$ cat src/rtl/demux_serial_paralelo.sv
// ---------------------------------------------------------------------------
// demux_serial_paralelo
//
// Receive end of a 4:1 MUX data path. The block steps the select lines of a
// remote MUX through every channel. It reads the MUX output back as a serial
// bit stream and rebuilds the parallel word that sits on the MUX inputs.
// The block dwells CICLOS_POR_CANAL clocks on each channel so the remote MUX
// has time to settle. It samples Y only on the last clock of each dwell.
// After the last channel it publishes the full word with a one-cycle pulse.
//
// Ports:
//   clk    - rising-edge clock
//   rst    - synchronous reset, active-high, has priority over everything
//   en     - scan enable; low returns the block to idle and aborts a frame
//   Y      - serial bit read back from the remote MUX output
//   S      - registered channel select driving the remote MUX
//   D      - last complete rebuilt word (holds across aborts)
//   valid  - one-cycle pulse on every update of D
// ---------------------------------------------------------------------------
module demux_serial_paralelo #(
  parameter int N_CANAIS         = 4,
  parameter int SEL_W            = 2,
  parameter int CICLOS_POR_CANAL = 20
) (
  input  logic                clk,
  input  logic                rst,
  input  logic                en,
  input  logic                Y,
  output logic [SEL_W-1:0]    S,
  output logic [N_CANAIS-1:0] D,
  output logic                valid
);

  localparam int DCNT_W = $clog2(CICLOS_POR_CANAL) + 1;

  localparam logic [DCNT_W-1:0] DCNT_LAST = DCNT_W'(CICLOS_POR_CANAL - 1);
  localparam logic [SEL_W-1:0]  SEL_LAST  = SEL_W'(N_CANAIS - 1);

  typedef enum logic {
    OCIOSO,
    VARRE
  } estado_t;

  estado_t             estado_q;
  logic [DCNT_W-1:0]   dcnt_q;
  logic [N_CANAIS-1:0] sh_q;
  logic [SEL_W-1:0]    sel_q;
  logic [N_CANAIS-1:0] d_q;
  logic                valid_q;

  logic [SEL_W-1:0]    sel_d;
  logic [N_CANAIS-1:0] word_d;

  // Next channel, wrapping after the last one. This also covers a channel
  // count that is not a power of two.
  // The published word is the shadow register with its top bit replaced by
  // the Y sampled on this edge. The last channel's bit never has to pass
  // through sh_q before it reaches D.
  always_comb begin
    sel_d = (sel_q == SEL_LAST) ? '0 : sel_q + SEL_W'(1);
    word_d = sh_q;
    word_d[N_CANAIS-1] = Y;
  end

  // Scan FSM with registered outputs. In VARRE the dwell counter runs from
  // 0 to CICLOS_POR_CANAL-1. Its terminal count is the only edge that samples
  // Y and advances S. Dropping en throws away the partial frame, but the last
  // complete word stays on D.
  always_ff @(posedge clk) begin
    if (rst) begin
      estado_q <= OCIOSO;
      dcnt_q   <= '0;
      sh_q     <= '0;
      sel_q    <= '0;
      d_q      <= '0;
      valid_q  <= 1'b0;
    end else begin
      case (estado_q)
        OCIOSO: begin
          dcnt_q  <= '0;
          sh_q    <= '0;
          sel_q   <= '0;
          valid_q <= 1'b0;
          if (en) begin
            estado_q <= VARRE;
          end
        end
        VARRE: begin
          if (!en) begin
            estado_q <= OCIOSO;
            dcnt_q   <= '0;
            sh_q     <= '0;
            sel_q    <= '0;
            valid_q  <= 1'b0;
          end else if (dcnt_q != DCNT_LAST) begin
            dcnt_q  <= dcnt_q + DCNT_W'(1);
            valid_q <= 1'b0;
          end else begin
            sh_q[sel_q] <= Y;
            dcnt_q      <= '0;
            sel_q       <= sel_d;
            if (sel_q == SEL_LAST) begin
              d_q     <= word_d;
              valid_q <= 1'b1;
            end else begin
              valid_q <= 1'b0;
            end
          end
        end
        default: begin
          estado_q <= OCIOSO;
          dcnt_q   <= '0;
          sh_q     <= '0;
          sel_q    <= '0;
          valid_q  <= 1'b0;
        end
      endcase
    end
  end

  assign S     = sel_q;
  assign D     = d_q;
  assign valid = valid_q;

endmodule

$ cat config.mk
export PLATFORM = sky130hd
export DESIGN_NAME = demux_serial_paralelo
export DESIGN_NICKNAME = d
export VERILOG_FILES = /design/src/rtl/demux_serial_paralelo.sv
export SDC_FILE = /design/constraint.sdc
export NUM_CORES = 1
export LEC_CHECK = 0
export BUFFER_PORTS_ARGS = -buffer_cell sky130_fd_sc_hd__clkbuf_2
export CORE_UTILIZATION = 40
export CTS_BUF_LIST = sky130_fd_sc_hd__clkbuf_8
export CTS_CLUSTER_SIZE = 30
export DETAILED_ROUTE_END_ITERATION = 7
export GPL_ROUTABILITY_DRIVEN = 1
export HOLD_SLACK_MARGIN = 0.02
export PLACE_DENSITY = 0.7
export RECOVER_POWER = 25
export SYNTH_ARGS = -nofsm -noshare
export SYNTH_HDL_FRONTEND = slang
export SYNTH_SLANG_ARGS = --single-unit
$ cat constraint.sdc
create_clock -name clk -period 1.51 [get_ports clk]
set_clock_uncertainty 0.2 [all_clocks]
set_input_delay 0.2265 -clock clk [delete_from_list [all_inputs] [get_ports clk]]
set_output_delay 0.2265 -clock clk [all_outputs]
set_load 0.01 [all_outputs]
Word-level counts from Yosys, hierarchy flattened

Index checks and enable logic that the tools add are counted.

Output and inout bits: 7
Word-level logic and storage cells: 35
Register bits after elaboration: 18
Input port bits: 4

Reduce and logical (&&, ||, !) cells: 2
Mux-type cells: 18
Bitwise gates (word level): 2
Equal/unequal tests: 3
Add/sub/neg operators: 2
Magnitude comparators: 2

Operators with widths:

| operator              | count |
|---|---|
| $mux W6               | 2 |
| $pmux W6 S2           | 1 |
| $mux W4               | 2 |
| $pmux W4 S2           | 1 |
| $add A6 B1 Y6 const B | 1 |
| $mux W2               | 3 |
| $ne A6 B5 Y1 const B  | 1 |
| $mux W1               | 5 |
| $bwmux W4             | 1 |
| $pmux W2 S2           | 1 |
| $reduce_and A4 Y1     | 1 |
| $lt A2 B3 Y1 const B  | 1 |
| $ne A3 B3 Y1 const B  | 1 |
| $add A2 B1 Y2 const B | 1 |
| $demux W1 S2          | 1 |
| $eq A2 B2 Y1 const B  | 1 |
| $ge A2 B1 Y1 const B  | 1 |
| $not A1 Y1            | 2 |
| $pmux W1 S2           | 1 |
| $logic_and A1 B1 Y1   | 1 |

Logic depth before layout (Yosys ltp)

Word-level depth: 8
Gate-level depth with buffers: 5
Depth with buffers taken out: 4

Worst setup path after synthesis

Ideal clock, no wire load.

Path type: reg2reg
Start point: register sel_q[0], in the netlist S[0]
End point: register d_q[1], in the netlist D[1]
Library setup time: 0.072 ns
Clock period less this slack: 1.475 ns
Data required time: 1.238 ns
Slack: 0.035 ns
Path buffers: 0
Arrival: 1.203 ns
Cell stages (with the launch flop): 5
Path through: dfxtp_1 ha_1 nand4bb_1 nor2_1 mux2i_1

Longest elaborated chain between the ends: 2

Ends and longest elaborated chain:

| what                               | line | RTL |
|---|---|---|
| from (decl)                        | 47   | `logic [SEL_W-1:0] sel_q;` |
| from (signal assigned)             | 101  | `sel_q <= sel_d;` |
| $eq A2 B2 Y1                       | 102  | `if (sel_q == SEL_LAST) begin` |
| $reduce_and A4 Y1 (no source line) | --   |  |
| to (signal assigned)               | 103  | `d_q <= word_d;` |
| to (decl)                          | 48   | `logic [N_CANAIS-1:0] d_q;` |

Every way passes these cells.
A chain may end at the register's enable or synchronous reset.

Worst setup path in the final report

Start point: register dcnt_q[2]
End point: register sh_q[2]

Longest elaborated chain between the ends: 2

Ends and longest elaborated chain:

| what                            | line | RTL |
|---|---|---|
| from (decl)                     | 45   | `logic [DCNT_W-1:0] dcnt_q;` |
| from (signal assigned)          | 96   | `dcnt_q <= dcnt_q + DCNT_W'(1);` |
| $ne A6 B5 Y1                    | 95   | `end else if (dcnt_q != DCNT_LAST) begin` |
| $ne A3 B3 Y1 (no source line)   | --   |  |
| to (signal assigned)            | 92   | `sh_q <= '0;` |
| to (signal, indexed assignment) | 99   | `sh_q[sel_q] <= Y;` |
| to (signal assigned)            | 113  | `sh_q <= '0;` |
| to (decl)                       | 46   | `logic [N_CANAIS-1:0] sh_q;` |

Every way passes these cells.

==> results.py <==
metrics = {
    "grt": {
        "grt_pass1_vias": 594,
        "grt_pass1_wl_mm": 2.57,
        "grt_overflow": 0,
        "grtUsageTotal": 0.175,
        "antenna_found_initial": 0,
        "grt_max_degree": 12,
    },
    "timing": {
        "rsz0062_at_grt": "true",
        "slew_headroom": 0.767,
        "min_period_ns": 1.44,
        "slew_viol_final": 0,
        "clock.fmax_mhz": 693,
        "setup_ws_ns": 0.0671,
        "hold_viol": 0,
        "setup_tns_ns": 0,
        "tightestPinTransition_ns": 0.350,
        "final-setup-viol-count": 0,
        "fin_hold_ws_ns": 0.0349,
        "period_share": 0.956,
    },
    "critical_path": {
        "critPathMaxFanout": 5,
        "cpPeakStageDelay_ns": 0.36,
        "cp.required_ns": 1.49,
        "worstPathArrival_ns": 1.43,
        "path_cells": "nor4b_4, buf_4, and3_4, mux2i_1",
        "timing_worst_setup_path_type": "flip-flop to flip-flop",
        "start_kind": "flip-flop",
        "cp-end-kind": "flip-flop",
        "crit_family": "simple AND/OR/NAND/NOR gates",
        "slowest_stage": "dfxtp_4",
        "crit_buf_inv": 1,
    },
    "power": {
        "design_power_total_mw": 0.798,
        "p_leak_nw": 0.377,
        "power_density_mw_per_mm2": 806,
        "ir_drop_mv": 0.487,
    },
    "cells_and_area": {
        "syn_to_final_growth_pct": 25.6,
        "mostFrequentLayoutCell": "dfxtp_1",
        "layout.nets": 108,
        "drive_gt1_frac": 0.286,
        "final_cells": 123,
        "finalInstanceArea_sq_um": 990,
        "final_cell_mix": "12 x dfxtp_1, 10 x buf_4, 6 x nand2b_1",
        "final_util": 0.555,
        "antennaDiodeCount": 0,
    },
    "drt": {
        "drcViolationCount": 0,
        "drt-vias-per-instance": 5.17,
        "drt-total-wl_mm": 1.59,
        "via_count": 636,
        "wl_per_cell_microns": 12.9,
        "drt-initial-drc-count": 15,
        "final_antenna_net_count": 0,
        "dr.pass1.iters": 4,
    },
    "cts": {
        "hold_buffers": 0,
        "worstSkewPairLatency_ns": 0.25,
        "clock-sinks": 17,
        "htreeDepth": 1,
        "cts_made_buffers": 3,
        "cts_root_buf": "clkbuf_8",
        "cts_tree": "done",
        "path_clk_slew_ns": 0.06,
        "cts_buffer_depth": 2,
    },
    "logic_synthesis": {
        "yosysWarnings": 0,
        "yosysUniqueCellTypes": 31,
        "syn-cell-area_sq_um": 788,
        "synth_edf_count": 0,
        "synth_fp_nets": 87,
        "synthCells": 78,
        "async_reset_ff_frac": 0,
        "avgSynthCellArea_sq_um": 10.1,
        "ys_ff_latch": 17,
        "synth_flop_cell": "dfxtp_1",
        "ys_seq_area_frac": 0.432,
    },
    "placement": {
        "routabilityCongestion": 0.738,
        "dp.cells": 116,
        "dpl-instance-area_sq_um": 898,
        "place_ws_ns": -0.000895,
        "dp_hpwl_mm": 1.05,
        "portBuffers": 10,
    },
    "die": {
        "initial_core_util": 0.442,
        "die_w_microns": 46.4,
        "die_y_microns": 46.4,
        "coreArea_sq_mm": 0.00178,
        "die_area_sq_mm": 0.00215,
        "pin_count": 11,
        "rows": 15,
    },
    "run_status": {
        "outcome": "finished, final reports clean",
    },
    "job": {
        "cap_violations": 0,
    },
    "worst_hold_path": {
        "hold_class": "input port to flip-flop",
    },
}
## kinds of logic (layout without fill, tap and decap cells)
logic type | after synthesis | count (layout) | share of synthesized area
multiplexers | 4 | 4 | 0.0508
adder cells (fa/ha/maj) | 5 | 5 | 0.0794
flip-flops | 17 | 17 | 0.432
buffers and inverters | 8 | 28 | 0.0492
AND/OR/NAND/NOR | 31 | 31 | 0.259
AO/OA/AOI/OAI | 10 | 10 | 0.0968
XOR/XNOR | 3 | 3 | 0.0333
## power breakdown
group	switching, mW	internal, mW
clock network	0.148	0.180
logic	0.0109	0.00855
registers	0.00176	0.449
## per-layer routing
layer / up-vias / part of all wire / GRT usage
li1: 319 / - / -
met1: 299 / 0.48 / 0.217
met2: 14 / 0.47 / 0.267
met3: 4 / 0.043 / 0.0471
met4: 0 / 0.013 / 0.106
met5: - / 0 / 0
## worst paths after layout
| check | start | end | slack, ns | cells past startpoint |
|---|---|---|---|---|
| setup / recovery | dcnt_q[2] | sh_q[2] | 0.07 | 4 |
| hold / removal | en | estado_q | 0.03 | 2 |
| setup reg to reg | dcnt_q[2] | sh_q[2] | 0.07 | 4 |
| hold reg to reg | dcnt_q[0] | dcnt_q[0] | 0.23 | 1 |
## flip-flops by register name (all words and copies together), names as in the netlist
register,cells
valid,1
sh_q,3
S,2
D,4
estado_q,1
dcnt_q,6
## timing repair
item / in CTS / in global routing
setup endpoints to repair: 3 / 5
setup buffers: 0 / 3
pin swaps: 0 / 5
endpoints found under the hold margin: 0 / 0
resized for setup: 1 / 10
## area by class of cell
type                    count  area, sq um
clock buffers               3         41.3
clock inverters             1         3.75
fillers                   157          793
inverters                   4         15.0
multi-input cells          53          430
flip-flops and latches     17          349
well taps                  25         31.3
repair buffers             20          119
## cell usage after synthesis, types with 2 or more instances
| cell | count | area (sq um) |
|---|---|---|
| nand2b_1 | 6 | 37.5 |
| inv_1 | 4 | 15.0 |
| and3_1 | 2 | 12.5 |
| nand3_1 | 2 | 10.0 |
| nor3_1 | 4 | 20.0 |
| dfxtp_1 | 17 | 340 |
| nand4_1 | 2 | 12.5 |
| clkbuf_1 | 2 | 7.51 |
| nand2_1 | 3 | 11.3 |
| a41o_1 | 2 | 20.0 |
| nor2_1 | 2 | 7.51 |
| mux2i_1 | 4 | 40.0 |
| o21ai_0 | 2 | 10.0 |
| xor2_1 | 2 | 17.5 |
| a311oi_1 | 2 | 17.5 |
| nor2b_1 | 2 | 12.5 |
| ha_1 | 5 | 62.6 |
| o31ai_1 | 2 | 15.0 |
Note: power is estimated with default switching activity, not from simulation.
